## config.mk

```make
export PLATFORM = sky130hd
export DESIGN_NAME = gate_access_ctrl
export DESIGN_NICKNAME = d
export VERILOG_FILES = /design/src/rtl/gate_pkg.sv /design/src/rtl/btn_debounce.sv /design/src/rtl/gate_access_ctrl.sv
export SDC_FILE = /design/constraint.sdc
export NUM_CORES = 1
export LEC_CHECK = 0
export ABC_AREA = 0
export ABC_CLOCK_PERIOD_IN_PS = 3100
export CORE_AREA = 5 5 102 152
export DETAILED_ROUTE_END_ITERATION = 7
export DIE_AREA = 0 0 107 157
export GPL_TIMING_DRIVEN = 0
export PLACE_DENSITY = 0.62
export SETUP_SLACK_MARGIN = 0.3
export SYNTH_ARGS = -nofsm -noshare
export SYNTH_HDL_FRONTEND = slang
export SYNTH_HIERARCHICAL = 1
export SYNTH_SLANG_ARGS = --single-unit
```

## constraint.sdc

```tcl
create_clock -name clk -period 3.1 [get_ports clk]
set_input_delay 0.465 -clock clk [delete_from_list [all_inputs] [get_ports clk]]
set_output_delay 0.465 -clock clk [all_outputs]
set_load 0.01 [all_outputs]
```

## src/rtl/gate_pkg.sv

```systemverilog
`default_nettype none
// ============================================================================
// Module      : gate_pkg
// Description : Shared constants, request-FSM state codes and a span helper
//               for the player-side gate access controller.
// Revision    : 1.0 - initial release
// ============================================================================
package gate_pkg;

  localparam int COORD_W = 10;
  localparam int FRAME_W = 3;
  localparam logic [FRAME_W-1:0] FRAME_MAX = 3'd7;

  // Comparisons carry one extra bit so box edges plus margins never wrap.
  localparam int CMP_W = COORD_W + 1;
  typedef logic [CMP_W-1:0] cmp_t;

  // Request FSM state codes.
  typedef logic [1:0] gate_state_t;
  localparam gate_state_t IDLE   = 2'd0;
  localparam gate_state_t REQ    = 2'd1;
  localparam gate_state_t OPEN   = 2'd2;
  localparam gate_state_t DENIED = 2'd3;

  // Half-open interval test: lo <= v < hi.
  function automatic logic in_span(input cmp_t v, input cmp_t lo, input cmp_t hi);
    return (v >= lo) && (v < hi);
  endfunction

endpackage
`default_nettype wire

```

## src/rtl/btn_debounce.sv

```systemverilog
`default_nettype none
// ============================================================================
// Module      : btn_debounce
// Description : Two-flop synchronizer, stable-sample debouncer and rising
//               edge detector for a raw push-button.
// Revision    : 1.0 - initial release
// ============================================================================
module btn_debounce #(
  parameter int DEBOUNCE = 250000
) (
  input  logic clk,
  input  logic rst,
  input  logic btn_raw,
  output logic btn_level,
  output logic btn_rise
);

  localparam int c_cnt_w = (DEBOUNCE > 1) ? $clog2(DEBOUNCE) : 1;
  localparam logic [c_cnt_w-1:0] c_cnt_last = c_cnt_w'(DEBOUNCE - 1);
  localparam logic [c_cnt_w-1:0] c_cnt_one  = c_cnt_w'(1);

  logic               r_sync1;
  logic               r_sync2;
  logic               r_level;
  logic               r_rise;
  logic [c_cnt_w-1:0] r_cnt;

  // Bring the asynchronous button into the clock domain.
  always_ff @(posedge clk or posedge rst) begin
    if (rst) begin
      r_sync1 <= 1'b0;
      r_sync2 <= 1'b0;
    end else begin
      r_sync1 <= btn_raw;
      r_sync2 <= r_sync1;
    end
  end

  // Accept a new level only after DEBOUNCE consecutive differing samples;
  // the rise pulse is emitted together with the level update.
  always_ff @(posedge clk or posedge rst) begin
    if (rst) begin
      r_cnt   <= '0;
      r_level <= 1'b0;
      r_rise  <= 1'b0;
    end else begin
      r_rise <= 1'b0;
      if (r_sync2 == r_level) begin
        r_cnt <= '0;
      end else if (r_cnt == c_cnt_last) begin
        r_cnt   <= '0;
        r_level <= r_sync2;
        r_rise  <= r_sync2;
      end else begin
        r_cnt <= r_cnt + c_cnt_one;
      end
    end
  end

  assign btn_level = r_level;
  assign btn_rise  = r_rise;

endmodule
`default_nettype wire

```

## src/rtl/gate_access_ctrl.sv

```systemverilog
`default_nettype none
// ============================================================================
// Module      : gate_access_ctrl
// Description : Turns player position and the open button into the gate's
//               spotfilled/opengate/neargate requests, runs the request/grant
//               handshake and drives the door animation frame.
// Revision    : 1.0 - initial release
// ============================================================================
module gate_access_ctrl
  import gate_pkg::*;
#(
  parameter int SPOT_X      = 100,
  parameter int SPOT_Y      = 300,
  parameter int SPOT_SIZE   = 32,
  parameter int GATE_X      = 500,
  parameter int GATE_Y      = 200,
  parameter int GATE_SIZE   = 64,
  parameter int NEAR_MARGIN = 16,
  parameter int DEBOUNCE    = 250000,
  parameter int HOLD_CYCLES = 1000000,
  parameter int REQ_TIMEOUT = 5000000,
  parameter int DENY_CYCLES = 2500000,
  parameter int FRAME_TICKS = 1000000
) (
  input  logic               clk,
  input  logic               rst,
  input  logic [COORD_W-1:0] player_x,
  input  logic [COORD_W-1:0] player_y,
  input  logic               btn_open,
  input  logic               level_clear,
  input  logic               gatestatus,
  output logic               spotfilled,
  output logic               opengate,
  output logic               neargate,
  output logic               denied,
  output logic [FRAME_W-1:0] gate_frame
);

  // Box edges; the near region's low edge clamps at 0 instead of wrapping.
  localparam cmp_t c_spot_x_lo = cmp_t'(SPOT_X);
  localparam cmp_t c_spot_x_hi = cmp_t'(SPOT_X + SPOT_SIZE);
  localparam cmp_t c_spot_y_lo = cmp_t'(SPOT_Y);
  localparam cmp_t c_spot_y_hi = cmp_t'(SPOT_Y + SPOT_SIZE);
  localparam cmp_t c_near_x_lo = cmp_t'((GATE_X >= NEAR_MARGIN) ? (GATE_X - NEAR_MARGIN) : 0);
  localparam cmp_t c_near_x_hi = cmp_t'(GATE_X + GATE_SIZE + NEAR_MARGIN);
  localparam cmp_t c_near_y_lo = cmp_t'((GATE_Y >= NEAR_MARGIN) ? (GATE_Y - NEAR_MARGIN) : 0);
  localparam cmp_t c_near_y_hi = cmp_t'(GATE_Y + GATE_SIZE + NEAR_MARGIN);

  localparam int c_hold_w  = (HOLD_CYCLES > 1) ? $clog2(HOLD_CYCLES) : 1;
  localparam int c_tmax    = (REQ_TIMEOUT > DENY_CYCLES) ? REQ_TIMEOUT : DENY_CYCLES;
  localparam int c_timer_w = (c_tmax > 1) ? $clog2(c_tmax) : 1;
  localparam int c_pre_w   = (FRAME_TICKS > 1) ? $clog2(FRAME_TICKS) : 1;

  localparam logic [c_hold_w-1:0]  c_hold_last = c_hold_w'(HOLD_CYCLES - 1);
  localparam logic [c_hold_w-1:0]  c_hold_one  = c_hold_w'(1);
  localparam logic [c_timer_w-1:0] c_req_last  = c_timer_w'(REQ_TIMEOUT - 1);
  localparam logic [c_timer_w-1:0] c_deny_last = c_timer_w'(DENY_CYCLES - 1);
  localparam logic [c_timer_w-1:0] c_timer_one = c_timer_w'(1);
  localparam logic [c_pre_w-1:0]   c_pre_last  = c_pre_w'(FRAME_TICKS - 1);
  localparam logic [c_pre_w-1:0]   c_pre_one   = c_pre_w'(1);

  cmp_t                w_px;
  cmp_t                w_py;
  logic                w_in_spot;
  logic                w_in_near;
  logic                w_btn_level;
  logic                w_btn_rise;
  logic                w_btn_evt;
  logic                w_frame_tick;
  gate_state_t         w_state_nxt;

  logic                r_neargate;
  logic                r_spotfilled;
  logic [c_hold_w-1:0] r_hold_cnt;
  gate_state_t         r_state;
  logic [c_timer_w-1:0] r_timer;
  logic [c_pre_w-1:0]  r_pre;
  logic [FRAME_W-1:0]  r_frame;

  assign w_px      = {1'b0, player_x};
  assign w_py      = {1'b0, player_y};
  assign w_in_spot = in_span(w_px, c_spot_x_lo, c_spot_x_hi) && in_span(w_py, c_spot_y_lo, c_spot_y_hi);
  assign w_in_near = in_span(w_px, c_near_x_lo, c_near_x_hi) && in_span(w_py, c_near_y_lo, c_near_y_hi);

  btn_debounce #(
    .DEBOUNCE (DEBOUNCE)
  ) u_btn_debounce (
    .clk       (clk),
    .rst       (rst),
    .btn_raw   (btn_open),
    .btn_level (w_btn_level),
    .btn_rise  (w_btn_rise)
  );

  // The rise pulse always coincides with a high debounced level.
  assign w_btn_evt = w_btn_rise & w_btn_level;

  // Register the near-region decode.
  always_ff @(posedge clk or posedge rst) begin
    if (rst) r_neargate <= 1'b0;
    else     r_neargate <= w_in_near;
  end

  // Count consecutive on-spot cycles and latch spotfilled; level_clear wins.
  always_ff @(posedge clk or posedge rst) begin
    if (rst) begin
      r_hold_cnt   <= '0;
      r_spotfilled <= 1'b0;
    end else if (level_clear) begin
      r_hold_cnt   <= '0;
      r_spotfilled <= 1'b0;
    end else if (!w_in_spot) begin
      r_hold_cnt <= '0;
    end else if (!r_spotfilled) begin
      if (r_hold_cnt == c_hold_last) begin
        r_hold_cnt   <= '0;
        r_spotfilled <= 1'b1;
      end else begin
        r_hold_cnt <= r_hold_cnt + c_hold_one;
      end
    end
  end

  // Next-state decode; a grant arriving on the timeout cycle still opens.
  always_comb begin
    w_state_nxt = r_state;
    case (r_state)
      IDLE:    if (w_btn_evt && r_neargate) w_state_nxt = REQ;
      REQ: begin
        if (!r_neargate)                w_state_nxt = IDLE;
        else if (gatestatus)            w_state_nxt = OPEN;
        else if (r_timer == c_req_last) w_state_nxt = DENIED;
      end
      OPEN:    if (!r_neargate || !gatestatus) w_state_nxt = IDLE;
      DENIED:  if (r_timer == c_deny_last) w_state_nxt = IDLE;
      default: w_state_nxt = IDLE;
    endcase
  end

  // State register plus a shared dwell timer restarted on every transition.
  always_ff @(posedge clk or posedge rst) begin
    if (rst) begin
      r_state <= IDLE;
      r_timer <= '0;
    end else begin
      r_state <= w_state_nxt;
      if (w_state_nxt != r_state)
        r_timer <= '0;
      else if (r_state == REQ || r_state == DENIED)
        r_timer <= r_timer + c_timer_one;
      else
        r_timer <= '0;
    end
  end

  assign w_frame_tick = (r_pre == c_pre_last);

  // Free-running animation prescaler.
  always_ff @(posedge clk or posedge rst) begin
    if (rst)               r_pre <= '0;
    else if (w_frame_tick) r_pre <= '0;
    else                   r_pre <= r_pre + c_pre_one;
  end

  // Step the door frame toward open or closed, saturating at both ends.
  always_ff @(posedge clk or posedge rst) begin
    if (rst) begin
      r_frame <= '0;
    end else if (w_frame_tick) begin
      if (gatestatus && r_frame != FRAME_MAX)
        r_frame <= r_frame + 3'd1;
      else if (!gatestatus && r_frame != '0)
        r_frame <= r_frame - 3'd1;
    end
  end

  assign spotfilled = r_spotfilled;
  assign neargate   = r_neargate;
  assign opengate   = (r_state == REQ) || (r_state == OPEN);
  assign denied     = (r_state == DENIED);
  assign gate_frame = r_frame;

endmodule
`default_nettype wire

```

==> impl_metrics.csv <==
group,metric,value,unit
run_status,status,"finished, final reports clean",
hold_path,min_path_cells,0,
cts,ctsHtreeMaxLevel,3,
logic_synthesis,syn_area_per_cell,9.511,µm²
placed_design,place_ws,-0.09603,ns
timing,worst_slack,0.4469,ns
job,maxCapViolCount,0,
setup_path,path_cells,"inv_1 > ha_1 > and3_1 > or4_1 > o32a_1 > a22oi_2 > clkbuf_4 > nor4_1",
pwr,power.leakage,0.002265,µW
layout,area_growth,15.78,%
pwr,ir_drop,0.0002282,V
cts,clock-sinks,92,
timing,min_period,2.653,ns
grt,grt-ovfl-total,0,
layout,num-fill-cells,1348,
die,start_util,36.68,%
timing,final_max_slew_viol_count,0,
setup_path,crit_type,"register to register",
cts,root_buffer,"clkbuf_16",
logic_synthesis,ys_ff_latch,92,
die,dieWidth,107,µm
pwr,comb_power_share,3.5,%
pwr,power.switching,547.3,µW
pwr,intPower,1879,µW
die,io_pins,32,
logic_synthesis,syn_area,5107,µm²
placed_design,hpwlAfterDp,7868,µm
layout,instances_no_fill,745,
pwr,cellPowerDensity,410.4,nW/µm²
detailed_routing,via_count,4166,
timing,rsz0062_at_grt,"true",
setup_path,cp_max_fo,10,
die,die-area,16800,µm²
logic_synthesis,synth_fp_nets,571,
detailed_routing,viasPerCell,5.592,
die,rows,53,
timing,period_share,85.58,%
cts,holdBufCountCts,0,
die,die_y,157,µm
setup_path,slowest_delay,0.48,ns
logic_synthesis,synthDistinctLibCells,67,
layout,antenna_cells,0,
logic_synthesis,yosysSeqAreaShare,45.08,%
layout,seqCellArea,2302,µm²
layout,nets,609,
layout,drive_gt1_share,7.586,%
detailed_routing,drc,0,
grt,grt_pass1_wl,18750,µm
logic_synthesis,synth_edf_count,0,
cts,cts_tree,"yes",
timing,setup_viol,0,
timing,tightest_slew,0.9484,ns
setup_path,endpoint_kind,"register",
setup_path,arrival,2.85,ns
grt,grt_util_all_layers,13.51,%
detailed_routing,wl_per_cell,14.50,µm
die,coreArea,13930,µm²
pwr,p_clk_share,46.6,%
timing,max_freq,376.9,MHz
placed_design,portBuffers,27,
grt,grt_max_degree,71,
setup_path,crit_path_start_kind,"register",
layout,multi_input_area,2685,µm²
cts,clockBufferDepth,2,
pwr,switching_share,22.55,%
detailed_routing,wirelength,10810,µm
pwr,sequentialPowerShare,49.9,%
setup_path,crit_required,3.30,ns
detailed_routing,drt_first_pass_iters,4,
placed_design,placed_cells_incl_taps,729,
timing,slew_headroom,36.19,%
detailed_routing,antenna_left,0,
timing,final_hold_viol_count,0,
setup_path,crit_slowest_cell,"or4_1",
logic_synthesis,synth_ff_type,"dfrtp_1",
grt,antenna_found_initial,0,
hold_path,hp-class,"register to register",
cts,cts_made_buffers,9,
placed_design,place_congestion,0.8444,
setup_path,reg2reg_depth,8,
cts,path_clk_slew,0.07,ns
logic_synthesis,synthArstFlopShare,100.0,%
timing,finClkSkew,0.009856,ns
grt,grt_pass1_vias,4218,
detailed_routing,drt-initial-drc-count,86,
logic_synthesis,yosysWarnings,6,
cts,clock_latency,0.34,ns
logic_synthesis,synthCells,537,
timing repair:
item | 4_1_cts | 5_1_grt
cloned | 0 | 0
setup buffers | 0 | 0
hold endpoints to repair | 0 | 0
pin swaps | 0 | 0
setup endpoints to repair | 16 | 20
gates resized for setup | 3 | 5
metal layers:
layer  global-route usage [%]  share of wire, %
met1                    15.22                43
met2                    25.32                52
met3                    2.421               3.5
met4                    4.814               1.5
met5                        0                 0
sequential cells by signal (all words and copies together), names as in the netlist:
signal                    flops
u_btn_debounce/btn_rise       1
r_timer                      23
gate_frame                    3
u_btn_debounce/r_sync2        1
r_hold_cnt                   20
u_btn_debounce/r_cnt         18
neargate                      1
u_btn_debounce/btn_level      1
spotfilled                    1
u_btn_debounce/r_sync1        1
r_state                       2
r_pre                        20
kinds of logic after synthesis:
family / after synthesis / share of synthesized area, %
buf+inv: 33 / 2.572
mux: 6 / 1.274
compound gates: 72 / 9.358
xor+xnor: 56 / 9.603
simple gates: 269 / 29.76
flops: 92 / 45.08
fa+ha+maj: 9 / 2.352
final cells by class:
class                      count  area share [%]
tap                          165           3.491
multi-input combinational    412           45.41
clock buffer                   9           3.809
timing repair buffer          27           4.570
inverter                      13          0.8675
clock inverter                 7           1.375
sequential                    92           38.93
buffer                        20           1.545
power groups by stage:
stage / Clock (µW) / Combinational, µW / Sequential [µW]
6_report: 1130 / 85.8 / 1210
5_1_grt: 1220 / 98.7 / 1210
4_1_cts: 1170 / 88.7 / 1210
3_5_place_dp: 0 / 88.2 / 1230
3_3_place_gp: 0 / 85.9 / 1230
2_1_floorplan: 0 / 43.3 / 1230
final timing paths:
check / startpoint / endpoint / slack, ns
max: r_state[0]$_DFF_PP0_ / r_timer[12]$_DFF_PP0_ / 0.45
min: u_btn_debounce/r_sync1$_DFF_PP0_ / u_btn_debounce/r_sync2$_DFF_PP0_ / 0.35
max reg2reg: r_state[0]$_DFF_PP0_ / r_timer[12]$_DFF_PP0_ / 0.45
min reg2reg: u_btn_debounce/r_sync1$_DFF_PP0_ / u_btn_debounce/r_sync2$_DFF_PP0_ / 0.35
max in group asynchronous: rst / r_timer[10]$_DFF_PP0_ / 1.84
min in group asynchronous: rst / u_btn_debounce/r_cnt[9]$_DFF_PP0_ / 0.66
layout by cell type, fill, tap and decap left out, types with 3 or more instances in the layout:
master,count
or2_2,6
clkinvlp_4,3
clkbuf_16,9
and3_1,8
nand3_1,30
nor4_1,34
nand2b_1,4
o31ai_1,6
ha_1,8
xor2_1,30
and4_1,7
nor3b_1,4
nand2_1,39
or4_1,10
clkbuf_2,3
clkbuf_1,12
a31oi_1,3
nor2_1,50
nand4_1,20
a21boi_0,3
nand4b_1,5
inv_1,12
xnor2_1,26
o21ai_0,15
or3_1,5
dfrtp_1,92
nor2b_1,3
and2_1,7
nand3b_1,5
nor3_1,11
mux2i_1,5
a21oi_1,22
clkdlybuf4s50_1,27
nor4b_1,5
metrics by stage:
stage	total power, µW	utilization, %	TNS, ns	area (µm²)	hold WS [ns]
floorplan	1276	-	0	5107	0.3312
global placement	1320	40.10	-30.59	5584	0.3403
detailed placement	1322	40.12	-0.8309	5587	0.3379
CTS	2465	42.35	0	5897	0.3527
global route	2530	42.46	0	5913	0.3576
finish	2427	42.46	0	5913	0.3522
cells in the mapped netlist, types with 3 or more instances:
cell type | instances | area share (%)
o21ai_0 | 15 | 1.5
or2_2 | 6 | 0.74
nand4_1 | 20 | 2.4
nand2b_1 | 4 | 0.49
clkbuf_1 | 15 | 1.1
mux2i_1 | 5 | 0.98
nand4b_1 | 5 | 0.86
nor3b_1 | 4 | 0.59
or3_1 | 5 | 0.61
inv_1 | 13 | 0.96
a21oi_1 | 22 | 2.2
a31oi_1 | 3 | 0.37
o31ai_1 | 6 | 0.88
nand2_1 | 39 | 2.9
nor2_1 | 50 | 3.7
nand3_1 | 30 | 2.9
ha_1 | 8 | 2.0
or4_1 | 10 | 1.5
and4_1 | 7 | 1.2
xor2_1 | 30 | 5.1
nor3_1 | 11 | 1.1
nor4_1 | 34 | 4.2
and2_1 | 7 | 0.86
a21boi_0 | 3 | 0.44
nand3b_1 | 5 | 0.74
dfrtp_1 | 92 | 45
a22oi_1 | 3 | 0.44
nor4b_1 | 5 | 0.86
and3_1 | 8 | 0.98
xnor2_1 | 26 | 4.5
nor2b_1 | 3 | 0.37
worst max-delay path, delay by kind of cell, from the launching register on:
family	cells	cell delay, ns
simple gates	3	0.76
compound gates	2	0.70
flops	1	0.43
buf+inv	2	0.42
fa+ha+maj	1	0.21
(Power assumes the default switching activity.)
